<file path="config.mk">
export PLATFORM = sky130hd
export DESIGN_NAME = probe_responder
export DESIGN_NICKNAME = d
export VERILOG_FILES = /design/src/rtl/tl_coh_pkg.sv /design/src/rtl/probe_shrink_calc.sv /design/src/rtl/probe_responder.sv
export SDC_FILE = /design/constraint.sdc
export NUM_CORES = 1
export LEC_CHECK = 0
export BUFFER_PORTS_ARGS = -buffer_cell sky130_fd_sc_hd__buf_4
export CORE_AREA = 8 8 154 156
export CTS_CLUSTER_DIAMETER = 100
export DETAILED_ROUTE_END_ITERATION = 12
export DIE_AREA = 0 0 162 164
export PLACE_DENSITY = 0.68
export SYNTH_ARGS = -nofsm -noshare
export SYNTH_HDL_FRONTEND = slang
export SYNTH_SLANG_ARGS = --single-unit
</file>
<file path="constraint.sdc">
create_clock -name tilelink_clk_i -period 1.9 [get_ports tilelink_clk_i]
set_input_delay 0.285 -clock tilelink_clk_i [delete_from_list [all_inputs] [get_ports tilelink_clk_i]]
set_output_delay 0.285 -clock tilelink_clk_i [all_outputs]
set_load 0.02 [all_outputs]
</file>
<file path="src/rtl/tl_coh_pkg.sv">
// Shared TileLink-C coherence definitions for the L1 probe path.
package tl_coh_pkg;

   // B / C channel opcodes
   localparam logic [2:0] TL_B_PROBE          = 3'd6;
   localparam logic [2:0] TL_C_PROBE_ACK      = 3'd4;
   localparam logic [2:0] TL_C_PROBE_ACK_DATA = 3'd5;

   // Probe cap params (3 is folded into toN by the shrink logic)
   localparam logic [2:0] CAP_TO_T = 3'd0;
   localparam logic [2:0] CAP_TO_B = 3'd1;
   localparam logic [2:0] CAP_TO_N = 3'd2;

   // ProbeAck report params
   localparam logic [2:0] REP_TTOB = 3'd0;
   localparam logic [2:0] REP_TTON = 3'd1;
   localparam logic [2:0] REP_BTON = 3'd2;
   localparam logic [2:0] REP_TTOT = 3'd3;
   localparam logic [2:0] REP_BTOB = 3'd4;
   localparam logic [2:0] REP_NTON = 3'd5;

   // Line coherence state as held in the tag array
   typedef enum logic [1:0] {
      COH_N = 2'd0,
      COH_B = 2'd1,
      COH_T = 2'd2
   } coh_state_e;

   // Probe handler FSM
   typedef enum logic [2:0] {
      ST_IDLE,
      ST_LOOKUP,
      ST_DECIDE,
      ST_ACK,
      ST_DREQ,
      ST_DBEAT
   } probe_state_e;

endpackage

</file>
<file path="src/rtl/probe_shrink_calc.sv">
// Combinational permission shrink: maps probe cap and current line state to
// the ProbeAck report, the downgraded state and whether dirty data leaves.
module probe_shrink_calc
   import tl_coh_pkg::*;
(
   input  logic [2:0] cap,
   input  logic [1:0] state,
   input  logic       dirty,
   output logic [2:0] report_param,
   output logic [1:0] new_state,
   output logic       new_dirty,
   output logic       needs_data,
   output logic       upd_en
);

   // Decode the downgrade; unknown states answer NtoN and are left untouched
   always_comb begin
      report_param = REP_NTON;
      new_state    = state;
      new_dirty    = dirty;
      needs_data   = 1'b0;
      case (state)
         COH_T: begin
            if (cap == CAP_TO_T) begin
               report_param = REP_TTOT;
            end else if (cap == CAP_TO_B) begin
               report_param = REP_TTOB;
               new_state    = COH_B;
               new_dirty    = 1'b0;
               needs_data   = dirty;
            end else begin
               report_param = REP_TTON;
               new_state    = COH_N;
               new_dirty    = 1'b0;
               needs_data   = dirty;
            end
         end
         COH_B: begin
            if (cap == CAP_TO_T || cap == CAP_TO_B) begin
               report_param = REP_BTOB;
            end else begin
               report_param = REP_BTON;
               new_state    = COH_N;
               new_dirty    = 1'b0;
            end
         end
         default: begin
            report_param = REP_NTON;
         end
      endcase
      upd_en = (new_state != state) || (new_dirty != dirty);
   end

endmodule

</file>
<file path="src/rtl/probe_responder.sv">
// Client-side TileLink-C Probe handler: accepts a Probe on B, looks up and
// downgrades the line in the tag array, answers with ProbeAck or a 4-beat
// ProbeAckData on C.
module probe_responder
   import tl_coh_pkg::*;
#(
   parameter int unsigned ADDR_W = 28,
   parameter int unsigned BEATS  = 4
) (
   input  logic              tilelink_clk_i,
   input  logic              tilelink_rst_ni,
   input  logic              b_valid_i,
   output logic              b_ready_o,
   input  logic [2:0]        b_opcode_i,
   input  logic [2:0]        b_param_i,
   input  logic [2:0]        b_size_i,
   input  logic              b_source_i,
   input  logic [ADDR_W-1:0] b_address_i,
   output logic              c_valid_o,
   input  logic              c_ready_i,
   output logic [2:0]        c_opcode_o,
   output logic [2:0]        c_param_o,
   output logic [2:0]        c_size_o,
   output logic              c_source_o,
   output logic [ADDR_W-1:0] c_address_o,
   output logic [127:0]      c_data_o,
   output logic              c_corrupt_o,
   output logic              tag_req_o,
   output logic [ADDR_W-1:0] tag_addr_o,
   input  logic [1:0]        tag_state_i,
   input  logic              tag_dirty_i,
   output logic              upd_valid_o,
   output logic [1:0]        upd_state_o,
   output logic              upd_dirty_o,
   output logic              dr_req_o,
   output logic [ADDR_W-1:0] dr_addr_o,
   input  logic [127:0]      dr_data_i,
   input  logic              probe_blk_i,
   output logic              busy_o,
   output logic              illegal_o
);

   localparam logic [1:0] LAST_BEAT = 2'(BEATS - 1);

   probe_state_e      state_q, state_d;
   logic [1:0]        beat_q;
   logic [2:0]        cap_q;
   logic [2:0]        c_opcode_q, c_param_q, c_size_q;
   logic              c_source_q;
   logic [ADDR_W-1:0] c_addr_q;
   logic [127:0]      data_q;
   logic              fresh_q;
   logic              illegal_q;
   logic              b_accept;

   logic [2:0]        calc_param;
   logic [1:0]        calc_state;
   logic              calc_dirty;
   logic              calc_needs_data;
   logic              calc_upd_en;

   assign b_accept = (state_q == ST_IDLE) && b_valid_i && !probe_blk_i;

   probe_shrink_calc u_calc (
      .cap          (cap_q),
      .state        (tag_state_i),
      .dirty        (tag_dirty_i),
      .report_param (calc_param),
      .new_state    (calc_state),
      .new_dirty    (calc_dirty),
      .needs_data   (calc_needs_data),
      .upd_en       (calc_upd_en)
   );

   // FSM state register
   always_ff @(posedge tilelink_clk_i) begin
      if (!tilelink_rst_ni) begin
         state_q <= ST_IDLE;
      end else begin
         state_q <= state_d;
      end
   end

   // Next-state and per-state strobes
   always_comb begin
      state_d     = state_q;
      b_ready_o   = 1'b0;
      tag_req_o   = 1'b0;
      upd_valid_o = 1'b0;
      dr_req_o    = 1'b0;
      c_valid_o   = 1'b0;
      case (state_q)
         ST_IDLE: begin
            b_ready_o = !probe_blk_i;
            if (b_accept && b_opcode_i == TL_B_PROBE) begin
               state_d = ST_LOOKUP;
            end
         end
         ST_LOOKUP: begin
            tag_req_o = 1'b1;
            state_d   = ST_DECIDE;
         end
         ST_DECIDE: begin
            upd_valid_o = calc_upd_en;
            state_d     = calc_needs_data ? ST_DREQ : ST_ACK;
         end
         ST_ACK: begin
            c_valid_o = 1'b1;
            if (c_ready_i) begin
               state_d = ST_IDLE;
            end
         end
         ST_DREQ: begin
            dr_req_o = 1'b1;
            state_d  = ST_DBEAT;
         end
         ST_DBEAT: begin
            c_valid_o = 1'b1;
            if (c_ready_i) begin
               state_d = (beat_q == LAST_BEAT) ? ST_IDLE : ST_DREQ;
            end
         end
         default: begin
            state_d = ST_IDLE;
         end
      endcase
   end

   // Probe field capture, response latching and beat sequencing
   always_ff @(posedge tilelink_clk_i) begin
      if (!tilelink_rst_ni) begin
         beat_q     <= '0;
         cap_q      <= '0;
         c_opcode_q <= '0;
         c_param_q  <= '0;
         c_size_q   <= '0;
         c_source_q <= 1'b0;
         c_addr_q   <= '0;
         data_q     <= '0;
         fresh_q    <= 1'b0;
         illegal_q  <= 1'b0;
      end else begin
         illegal_q <= 1'b0;
         fresh_q   <= 1'b0;
         if (b_accept) begin
            cap_q      <= b_param_i;
            c_size_q   <= b_size_i;
            c_source_q <= b_source_i;
            c_addr_q   <= b_address_i;
            beat_q     <= '0;
            data_q     <= '0;
            illegal_q  <= (b_opcode_i != TL_B_PROBE);
         end
         if (state_q == ST_DECIDE) begin
            c_opcode_q <= calc_needs_data ? TL_C_PROBE_ACK_DATA : TL_C_PROBE_ACK;
            c_param_q  <= calc_param;
         end
         if (state_q == ST_DREQ) begin
            fresh_q <= 1'b1;
         end
         if (fresh_q) begin
            data_q <= dr_data_i;
         end
         if (state_q == ST_DBEAT && c_ready_i && beat_q != LAST_BEAT) begin
            beat_q <= beat_q + 2'd1;
         end
      end
   end

   // Beat data is forwarded straight from the array in the first DBEAT cycle
   // and then held from data_q so it stays stable while the beat stalls.
   assign c_data_o    = fresh_q ? dr_data_i : data_q;
   assign c_opcode_o  = c_opcode_q;
   assign c_param_o   = c_param_q;
   assign c_size_o    = c_size_q;
   assign c_source_o  = c_source_q;
   assign c_address_o = c_addr_q;
   assign c_corrupt_o = 1'b0;

   assign tag_addr_o  = c_addr_q;
   assign upd_state_o = calc_state;
   assign upd_dirty_o = calc_dirty;
   assign dr_addr_o   = {c_addr_q[ADDR_W-1:6], beat_q, 4'b0000};

   assign busy_o      = (state_q != ST_IDLE);
   assign illegal_o   = illegal_q;

endmodule
</file>
==> flow_metrics.py <==
metrics = {
    "status": {
        "status": "complete, but fails checks",
        "violations": "negative setup slack",
    },
    "final_layout": {
        "instances_no_fill": 1771,
        "final_cell_mix": "buf_4, nand2_1, dfxtp_1",
        "layout-drive-gt1-share_pct": 36.5,
        "syn2layout_area_growth_pct": 51.8,
        "final_common_cell": "buf_4",
        "fin_nets": 1655,
    },
    "sta": {
        "fin_ws_ps": -59.0,
        "min_period_ps": 1960,
        "finalSetupViolCount": 28,
        "finalCritPeriodShare_pct": 103,
        "slew_viol_final": 0,
        "finalHoldViolCount": 0,
        "fmax_ghz": 0.510,
        "rsz0062_at_grt": "yes",
        "skew_ps": 11.3,
        "whs_ps": 103,
    },
    "clock_network": {
        "worstSkewPairLatency_ps": 430,
        "root_buffer": "clkbuf_16",
        "clk_pin_slew_ps": 70,
        "cts.sinks": 175,
        "cts_tree": "done",
        "cts_max_level": 4,
        "cts_buffers": 17,
        "clk_path_buf_depth": 2,
    },
    "yosys": {
        "syn_avg_cell_area_um2": 7.08,
        "synth-seq-area-share_pct": 43.8,
        "yosysWarnings": 0,
        "syn_inst": 1128,
        "ys.flop_type": "dfxtp_1",
        "async_reset_ff_share_pct": 0,
        "ys_types": 39,
        "synth-seq-cells": 175,
        "synth-edff-count": 0,
        "syn_area_um2": 7990,
    },
    "worst_setup_path": {
        "worst_setup_path_end_kind": "primary output",
        "path_buf_inv": 3,
        "critical-path-top-delay-family": "buffers and inverters",
        "path_max_fanout": 13,
        "worst-path-stages": 5,
        "worst_ep_arrival_time_ps": 1670,
        "r2r_cells": 6,
        "critPathKind": "reg -> out",
        "worstPathCellList": "buf_4 -> buf_16 -> nand2_2 -> o21ai_0 -> buf_4",
        "crit_top_cell": "buf_4",
        "crit_path_start_kind": "flop",
        "required_ps": 1620,
        "rrSetupSlack_ps": 220,
        "slowest_stage": "dfxtp_4",
        "cp_slowest_stage_delay_ps": 460,
    },
    "pwr": {
        "ir_drop_uv": 564,
        "power_switching_mw": 2.28,
        "p_seq_share_pct": 44.9,
        "p_sw_share_pct": 27.1,
        "intPower_mw": 6.14,
        "p_leak_nw": 5.29,
        "p_per_area_nw_per_um2": 695,
        "power_mw": 8.42,
        "clkPwrFrac_pct": 40.6,
        "power.share.combinational_pct": 14.4,
    },
    "global_route": {
        "grt_pass1_vias": 8035,
        "globalRouteOverflowTotal": 0,
        "grt_pass1_wl_um": 43400,
        "grt_use_total_pct": 20.4,
        "grt_max_degree": 71,
        "antenna_found_initial": 1,
    },
    "floorplanning": {
        "die-area_um2": 26600,
        "io_pins": 407,
        "initial_core_util_pct": 37.4,
        "coreArea_um2": 21400,
        "die_height_um": 164,
        "die_w_um": 162,
        "rows": 54,
    },
    "drt": {
        "vias": 8481,
        "drc": 0,
        "wl_per_cell_um": 16.5,
        "first_pass_iters": 5,
        "drt_iter0_drc": 414,
        "ant_nets": 0,
        "viasPerCell": 4.79,
        "totalWireLength_um": 29100,
    },
    "placed_design": {
        "post-place-cells": 1713,
        "gp_congestion": 0.852,
        "hpwl_um": 20700,
        "numPortBuffers": 400,
    },
    "worst_hold_path": {
        "min_path_cells": 3,
        "hold_path_class": "in -> reg",
    },
    "run": {
        "maxCapViolations": 0,
    },
}
## worst reg2reg max path: stages (launching register included)
cell and delay (ps):
dfxtp_2 330, or3_1 480, nor2_4 160, buf_12 210
buf_4 220, nand2_1 80, a21boi_0 130
## power by group through the flow
stage | sequential [mW] | clock (mW) | combinational (mW)
after detailed placement | 3.87 | 0 | 1.18
after floorplan | 3.92 | 0 | 0.563
after CTS | 3.78 | 3.50 | 1.18
final | 3.79 | 3.42 | 1.22
after global routing | 3.79 | 3.66 | 1.30
after global placement | 3.86 | 0 | 1.17
## cell families (layout without fill, tap and decap cells)
kind of cell	Yosys count	after routing	synth area share, %
compound gates	320	320	21.8
fa+ha+maj	3	3	0.470
buf+inv	260	617	15.7
flops	175	175	43.8
mux	1	1	0.125
other cells	1	7	0.0469
simple gates	368	368	18.0
## cells in the mapped netlist (2+ instances only)
master	n	area, um2
nand2_1	336	1260
dfxtp_1	175	3500
a21oi_1	133	666
o21ai_0	132	661
inv_1	131	492
buf_4	61	458
clkbuf_1	49	184
a21boi_1	31	233
buf_2	14	70.1
nor2_1	11	41.3
a21boi_0	8	60.1
nand2b_1	5	31.3
buf_6	4	45.0
o21a_1	4	30.0
and2_1	3	18.8
ha_1	3	37.5
nor2b_1	3	18.8
o22ai_1	2	12.5
or2_2	2	12.5
or3_1	2	12.5
## layout make-up
class	instances	area, um2
repair buffers	455	3770
diodes	1	2.50
fillers	1984	9230
clock buffers	18	429
multi-input cells	698	3440
flip-flops and latches	175	3510
clock inverters	13	129
well taps	280	350
inverters	131	492
## through the flow
step | cell area (um2) | worst slack, ps | utilization [%] | TNS [ps]
2_1_floorplan | 8010 | 19.7 | - | 0
5_1_grt | 12100 | -171 | 56.8 | -7690
3_3_place_gp | 11000 | 53.8 | 51.3 | 0
4_1_cts | 11700 | -64.9 | 54.9 | -3660
3_5_place_dp | 11000 | 40.9 | 51.3 | 0
6_report | 12100 | -59.0 | 56.8 | -495
## path summary, 6_finish.rpt
path,start,to
worst max register to register,state_q[2],c_address_o[0]
worst max-delay path,fresh_q,c_data_o[122]
worst min-delay path,b_address_i[6],c_address_o[6]
worst min register to register,c_size_o[2],c_size_o[2]
## state kept, by name (all words and copies together), names as in the netlist
| register | cells |
|---|---|
| data_q | 128 |
| c_source_o | 1 |
| illegal_o | 1 |
| c_param_o | 3 |
| c_address_o | 28 |
| state_q | 3 |
| cap_q | 3 |
| fresh_q | 1 |
| beat_q | 2 |
| c_opcode_o | 2 |
| c_size_o | 3 |
## routing by layer
metal / track usage [%] / up-vias / routed length, um
li1: - / 4214 / -
met1: 22.6 / 3919 / 11500
met2: 35.2 / 311 / 14500
met3: 7.92 / 37 / 2520
met4: 7.20 / 0 / 619
met5: 0 / - / 0
## repair_timing
item                       4_1_cts  5_1_grt
setup endpoints to repair       91      128
hold buffers                     0        0
pin swaps                        0        2
buffers inserted                 4       15
resized for setup               40      124
cloned                           4        3
Note: power is estimated with default switching activity, not from simulation.
